File: src/rtl/uart_cmd_rx.sv
// uart_cmd_rx: 8N1 UART receiver with a single-entry command holding register,
// ack handshake, frame-error pulse and sticky overrun flag.
module uart_cmd_rx #(
  parameter int CLKS_PER_BIT = 5208
) (
  input  logic       clk,
  input  logic       rst,
  input  logic       rx,
  output logic [7:0] command,
  output logic       ready_command,
  input  logic       ack,
  output logic       frame_err,
  output logic       overrun
);
  localparam int CW = $clog2(CLKS_PER_BIT);
  typedef enum logic [2:0] {IDLE, START, DATA, STOP, WAIT_IDLE} state_e;
  state_e          state_q, state_d;
  logic            rx_m_q, rx_s_q, armed_q;
  logic [1:0]      prime_q;
  logic [CW-1:0]   cnt_q, cnt_d;
  logic [2:0]      idx_q, idx_d;
  logic [7:0]      sh_q, sh_d, cmd_q;
  logic            rdy_q, fe_q, ov_q;
  logic            full, half, done, bad, take;
  assign full = cnt_q == CW'(CLKS_PER_BIT - 1);
  assign half = cnt_q == CW'(CLKS_PER_BIT / 2 - 1);
  assign command       = cmd_q;
  assign ready_command = rdy_q;
  assign frame_err     = fe_q;
  assign overrun       = ov_q;
  always_ff @(posedge clk or negedge rst) begin
    if (!rst) begin
      state_q <= IDLE;
      rx_m_q  <= 1'b1;
      rx_s_q  <= 1'b1;
      prime_q <= '0;
      armed_q <= 1'b0;
      cnt_q   <= '0;
      idx_q   <= '0;
      sh_q    <= '0;
      cmd_q   <= '0;
      rdy_q   <= 1'b0;
      fe_q    <= 1'b0;
      ov_q    <= 1'b0;
    end else begin
      state_q <= state_d;
      rx_m_q  <= rx;
      rx_s_q  <= rx_m_q;
      prime_q <= {prime_q[0], 1'b1};
      // only arm once the real line has been seen high after reset
      armed_q <= armed_q | (prime_q[1] & rx_s_q);
      cnt_q   <= cnt_d;
      idx_q   <= idx_d;
      sh_q    <= sh_d;
      fe_q    <= bad;
      if (done && (!rdy_q || take)) begin
        cmd_q <= sh_q;
        rdy_q <= 1'b1;
      end else if (done) begin
        ov_q <= 1'b1;
      end else if (take) begin
        rdy_q <= 1'b0;
        ov_q  <= 1'b0;
      end
    end
  end
  always_comb begin
    state_d = state_q;
    case (state_q)
      IDLE:      state_d = (!rx_s_q && armed_q) ? START : IDLE;
      START:     state_d = half ? (rx_s_q ? IDLE : DATA) : START;
      DATA:      state_d = (full && idx_q == 3'd7) ? STOP : DATA;
      STOP:      state_d = full ? (rx_s_q ? IDLE : WAIT_IDLE) : STOP;
      WAIT_IDLE: state_d = rx_s_q ? IDLE : WAIT_IDLE;
      default:   state_d = IDLE;
    endcase
  end
  always_comb begin
    done  = state_q == STOP && full && rx_s_q;
    bad   = state_q == STOP && full && !rx_s_q;
    take  = ack && rdy_q;
    cnt_d = (state_q inside {START, DATA, STOP} && state_d == state_q && !full) ? cnt_q + 1'b1 : '0;
    idx_d = state_q == DATA ? (full ? idx_q + 3'd1 : idx_q) : 3'd0;
    sh_d  = sh_q;
    if (state_q == DATA && full) sh_d[idx_q] = rx_s_q;
  end
endmodule

File: config.mk
export PLATFORM = sky130hd
export DESIGN_NAME = uart_cmd_rx
export DESIGN_NICKNAME = d
export VERILOG_FILES = /design/src/rtl/uart_cmd_rx.sv
export SDC_FILE = /design/constraint.sdc
export NUM_CORES = 1
export LEC_CHECK = 0
export BUFFER_PORTS_ARGS = -buffer_cell sky130_fd_sc_hd__buf_2
export CAP_MARGIN = 20
export CORE_MARGIN = 3
export CORE_UTILIZATION = 35
export CTS_BUF_LIST = sky130_fd_sc_hd__clkbuf_4 sky130_fd_sc_hd__clkbuf_8 sky130_fd_sc_hd__clkbuf_16
export CTS_CLUSTER_DIAMETER = 200
export DETAILED_ROUTE_END_ITERATION = 10
export GPL_TIMING_DRIVEN = 1
export SYNTH_ARGS = -nofsm -noshare
export SYNTH_HDL_FRONTEND = slang
export SYNTH_SLANG_ARGS = --single-unit
export TNS_END_PERCENT = 20
File: constraint.sdc
create_clock -name clk -period 2.75 [get_ports clk]
set_clock_uncertainty 0.1 [all_clocks]
set_input_delay 0.55 -clock clk [delete_from_list [all_inputs] [get_ports clk]]
set_output_delay 0.55 -clock clk [all_outputs]
set_load 0.02 [all_outputs]
==> impl_metrics.tcl, run 1 <==
set metrics [dict create \
    std_cell_rows 27 \
    routedWlPerCell_um 14.0 \
    utilization_pct 41.7 \
    drtIter0Drc 78 \
    fmax_mhz 441 \
    outcome "complete, no violations" \
    dp.cells 254 \
    path_clk_slew_ns 0.08 \
    final_cell_mix "dfrtp_1 (41), mux2_2 (17), buf_2 (14), nor2_1 (11), nand2_1 (11)" \
    synthFlopType "dfrtp_1" \
    synth-edff-count 0 \
    die_x_um 82.4 \
    period_share_pct 82.4 \
    setup_tns_ns 0 \
    power_density_nw_per_um2 622 \
    min_to "rx_m_q$_DFF_PN1_" \
    synthAdderAreaFrac_pct 1.84 \
    synth-xor-area-share_pct 4.72 \
    grt_antenna_before_repair 0 \
    syn_area_per_cell_um2 11.7 \
    setup_viol 0 \
    clockRootBuffer "clkbuf_8" \
    design.final.nets 197 \
    yosys_register_bits 43 \
    grt_usage_pct 12.3 \
    clock_path_buffers 2 \
    firstDrtPassIters 4 \
    cts_buffers 5 \
    r2r_end "cnt_q[2]$_DFF_PN0_" \
    die_area_um2 6780 \
    grt_max_degree 21 \
    core-area_um2 5570 \
    cts.sinks 43 \
    wl_met2_um 1650 \
    worstPathCellList "ha_1, nor4bb_1, nand4_1, nand3_1, a211oi_1" \
    hold_depth 1 \
    grt_pass1_wl_um 6350 \
    r2r-start "cnt_q[0]$_DFF_PN0_" \
    remaining_drc_errors 0 \
    yosysSeqAreaShare_pct 52.9 \
    synth_top_family_by_area "simple AND/OR/NAND/NOR gates" \
    cts_tree "built" \
    worstSetupEndpointType "flip-flop" \
    reg2reg_depth 5 \
    path_class "flip-flop to flip-flop" \
    synth_mux_area_share_pct 9.38 \
    peakVddDrop_mv 0.309 \
    fin_crit_ns 2.27 \
    cp_slowest_cell "nor4bb_1" \
    cap_violations 0 \
    start_kind "flip-flop" \
    maxSlewHeadroom_pct 63.8 \
    yosys_warnings 0 \
    drt-met1-wl_um 1820 \
    ant_nets 0 \
    grt_overflow_total 0 \
    final_cells 263 \
    max_stage_delay_ns 0.53 \
    topRoutingLayerUsed "met4" \
    async_flop_share_pct 100 \
    met3_length_um 134 \
    cp.arrival_ns 2.32 \
    dp_hpwl_um 2550 \
    place_congestion 0.779 \
    power.leakage_uw 0.00106 \
    synthesis.nets 181 \
    synth_cell_type_count 46 \
    required_ns 2.81 \
    drive_gt1_share_pct 27.7 \
    rsz0062_at_grt "false" \
    place_ws_ns 0.482 \
    cp_max_fo 12 \
    synthSimpleGateAreaFrac_pct 21.5 \
    syn_area_um2 2040 \
    io_pins 15 \
    hold_start "rx" \
    syn-instance-count 174 \
    chipHeight_um 82.4 \
    routed_via_density 5.21 \
    initial_core_util_pct 36.6 \
    htree_num_levels 2 \
    critical_path.startpoint "cnt_q[0]$_DFF_PN0_" \
    hold_viol 0 \
    maxSlewViolCount 0 \
    hold_ws_ns 0.245 \
    hold_path.class "input port to flip-flop" \
    tightest_slew_ns 0.541 \
    synth_compound_area_share_pct 6.62 \
    r2r_slack_ns 0.48 \
    area_growth_pct 14.0 \
    antenna_cells 0 \
    portBuffers 14 \
    vias 1371 \
    grt_pass1_vias 1281 \
    clk_latency_ns 0.29 \
    setup_ws_ns 0.485 \
    final_common_cell "dfrtp_1" \
    wirelength_um 3680 \
]
-- worst max-delay path by stage --
| stage | endpoint | slack (ns) | depth (start not counted) |
|---|---|---|---|
| floorplan | command[0]$_DFFE_PN0P_ | 0.84 | 7 |
| global placement | cnt_q[0]$_DFF_PN0_ | 0.57 | 5 |
| detailed placement | cnt_q[10]$_DFF_PN0_ | 0.48 | 5 |
| CTS | cnt_q[3]$_DFF_PN0_ | 0.47 | 5 |
| global route | cnt_q[3]$_DFF_PN0_ | 0.29 | 5 |
| finish | cnt_q[2]$_DFF_PN0_ | 0.48 | 5 |
-- where the power goes --
group          internal, uW  switching [uW]  leakage [uW]
combinational          60.8            90.3      0.000420
sequential              668            40.6      0.000575
clock                   373             215     0.0000688
-- metal layers --
metal	track usage [%]	vias to the layer above
li1	-	660
met1	17.4	673
met2	18.1	30
met3	2.60	8
met4	5.48	0
met5	0	-
-- worst max-delay path: cells and delay by family (launching register included) --
family                     cells  cell delay, ns
and+or+nand+nor                3            1.22
DFF                            1            0.37
adders and majority gates      1            0.33
AOI/OAI and AO/OA              1            0.10
-- sequential cells by signal, summed over array words and instances (netlist names) --
signal,flops
cnt_q,13
command,8
sh_q,8
idx_q,3
state_q,3
prime_q,2
armed_q,1
frame_err,1
overrun,1
ready_command,1
rx_m_q,1
rx_s_q,1
-- layout make-up --
| class | count | area (um^2) |
|---|---|---|
| Fill cell | 528 | 3250 |
| Sequential cell | 43 | 1080 |
| Multi-Input combinational cell | 118 | 903 |
| Timing Repair Buffer | 18 | 103 |
| Tap cell | 72 | 90.1 |
| Clock buffer | 6 | 76.3 |
| Clock inverter | 2 | 60.1 |
| Inverter | 4 | 15.0 |
-- what timing repair did --
action	4_1_cts	5_1_grt
setup buffers	0	0
hold buffers	1	0
endpoints found under the setup margin	0	0
hold endpoints to repair	7	0
gates resized for setup	0	0
-- per-stage QoR --
stage	total power [uW]	cell area [um^2]
after global placement	873	2180
after global routing	1510	2330
after CTS	1460	2330
after detailed placement	871	2180
after floorplan	819	2040
final	1450	2330
-- cells in the mapped netlist, drive strengths merged, types with 5 or more instances --
cell	n	area (um^2)
nand4	8	71.3
a21oi	6	30.0
dfrtp	41	1030
xor2	9	78.8
nand3	9	50.1
nor2	11	41.3
clkbuf	5	18.8
mux2	17	191
a211oi	6	45.0
nand2	11	41.3
-- cell families after synthesis --
kind of cell | count (synthesis)
mux | 17
flops | 43
other cells | 1
xor+xnor | 11
buf+inv | 13
compound gates | 21
fa+ha+maj | 3
simple gates | 65
(Power assumes the default switching activity.)
==> run 2: changes to the inputs <==
==> constraint.sdc (replaced) <==
create_clock -name clk -period 2.1 [get_ports clk]
set_clock_uncertainty 0.1 [all_clocks]
set_input_delay 0.42 -clock clk [delete_from_list [all_inputs] [get_ports clk]]
set_output_delay 0.42 -clock clk [all_outputs]
set_load 0.02 [all_outputs]
==> impl_metrics.tcl, run 2 (synthesis results as in run 1) <==
set metrics [dict create \
    grt_max_degree 24 \
    dp.cells 260 \
    worstSetupEndpointType "flip-flop" \
    drive_gt1_share_pct 31.0 \
    final_cells 269 \
    switching_power_uw 455 \
    rsz0062_at_grt "false" \
    peakVddDrop_mv 0.330 \
    firstDrtPassIters 4 \
    cts.sinks 43 \
    hold_path.class "input port to flip-flop" \
    place_congestion 0.826 \
    internal-power_uw 1220 \
    cap_violations 0 \
    fin_crit_ns 1.96 \
    area_growth_pct 14.8 \
    maxSlewViolCount 0 \
    grt_usage_pct 11.9 \
    ant_nets 0 \
    final_common_cell "dfrtp_1" \
    path_clk_slew_ns 0.08 \
    routedWlPerCell_um 13.5 \
    period_share_pct 93.4 \
    std_cell_rows 27 \
    die_x_um 82.4 \
    final_cell_mix "dfrtp_1 (41), mux2_2 (17), buf_2 (14), nor2_1 (11), nand2_1 (11)" \
    antenna_cells 0 \
    start_kind "flip-flop" \
    required_ns 2.18 \
    htree_num_levels 2 \
    cts_buffers 5 \
    dp_hpwl_um 2640 \
    dpl-instance-area_um2 2240 \
    setup_viol 0 \
    largest_register_ffs 13 \
    cp_slowest_cell "dfrtp_1" \
    remaining_drc_errors 0 \
    max_stage_delay_ns 0.46 \
    cp.arrival_ns 2.04 \
    setup_tns_ns 0 \
    fillers 539 \
    routed_via_density 5.24 \
    utilization_pct 42.0 \
    portBuffers 14 \
    fmax_mhz 510 \
    worstPathCellList "nor4b_4, nand4_2, nor4b_1, mux2_2" \
    hold_viol 0 \
    total_power_uw 1680 \
    drtIter0Drc 69 \
    outcome "complete, no violations" \
    power_density_nw_per_um2 716 \
    top_register "cnt_q" \
    combPwrFrac_pct 14.2 \
    power_frac_clock_pct 31.1 \
    grt_antenna_before_repair 0 \
    initial_core_util_pct 36.6 \
    grt_pass1_vias 1253 \
    grt_pass1_wl_um 6060 \
    clk_latency_ns 0.29 \
    cp_max_fo 6 \
    wirelength_um 3640 \
    grt_overflow_total 0 \
    clock_path_buffers 2 \
    vias 1409 \
    chipHeight_um 82.4 \
    pwr-share-seq_pct 54.7 \
    path_class "flip-flop to flip-flop" \
    postLayoutCellArea_um2 2340 \
    io_pins 15 \
    die_area_um2 6780 \
    design.final.nets 203 \
    cts_tree "built" \
    switching_share_pct 27.1 \
    core-area_um2 5570 \
    power.leakage_uw 0.00107 \
    clockRootBuffer "clkbuf_8" \
]
## run 2: cell count changes in the layout (fill, tap and decap cells not counted), sizes merged
cell      delta
clkinv       +1
buf          +6
bufinv       -2
clkinvlp     +1
## run 2: what timing repair did
action	CTS	global route
gates resized for setup	0	2
buffers inserted	0	0
endpoints found under the setup margin	0	2
hold endpoints to repair	20	0
hold buffers	1	0
## run 2: stage by stage
| step | hold slack, ns | worst slack [ns] |
|---|---|---|
| floorplan | 0.0244 | 0.195 |
| global placement | 0.235 | 0.157 |
| detailed placement | 0.240 | 0.127 |
| CTS | 0.111 | 0.102 |
| global route | 0.108 | 0.0136 |
| finish | 0.120 | 0.139 |
## run 2: worst paths after layout
check | slack (ns) | to | startpoint | cells past startpoint
worst max-delay path | 0.14 | sh_q[4]$_DFFE_PN0P_ | cnt_q[3]$_DFF_PN0_ | 4
worst min-delay path | 0.12 | rx_m_q$_DFF_PN1_ | rx | 1
worst max register to register | 0.14 | sh_q[4]$_DFFE_PN0P_ | cnt_q[3]$_DFF_PN0_ | 4
worst min register to register | 0.26 | prime_q[1]$_DFF_PN0_ | prime_q[0]$_DFF_PN0_ | 0
max in group asynchronous | 0.81 | rx_s_q$_DFF_PN1_ | rst | 3
min in group asynchronous | 0.52 | command[7]$_DFFE_PN0P_ | rst | 2
## run 2: critical path: cells and delay by family (launching register included)
kind / cells / cell delay (ns)
AND/OR/NAND/NOR: 3 / 0.91
flip-flops: 1 / 0.46
multiplexers: 1 / 0.37
## run 2: layer usage
metal  part of all wire (%)  GRT usage [%]
met2                     45           17.5
met3                    3.5           3.25
met1                     50           16.6
met4                    1.7           4.65
met5                      0              0
## run 2: power by group through the flow
stage                     logic [uW]  registers [uW]  clock network [uW]
final                            239             918                 522
after global routing             270             926                 576
after CTS                        244             917                 544
after detailed placement         242             934                   0
after global placement           239             931                   0
after floorplan                  144             929                   0
## run 2: cell type report
cell class | instances | area, um^2 | share of cell area (%)
clock buffer | 6 | 76.3 | 3.26
clock inverter | 2 | 12.5 | 0.534
inverter | 4 | 15.0 | 0.641
multi-input combinational | 118 | 910 | 38.8
sequential | 43 | 1080 | 46.0
tap | 72 | 90.1 | 3.85
timing repair buffer | 24 | 160 | 6.84
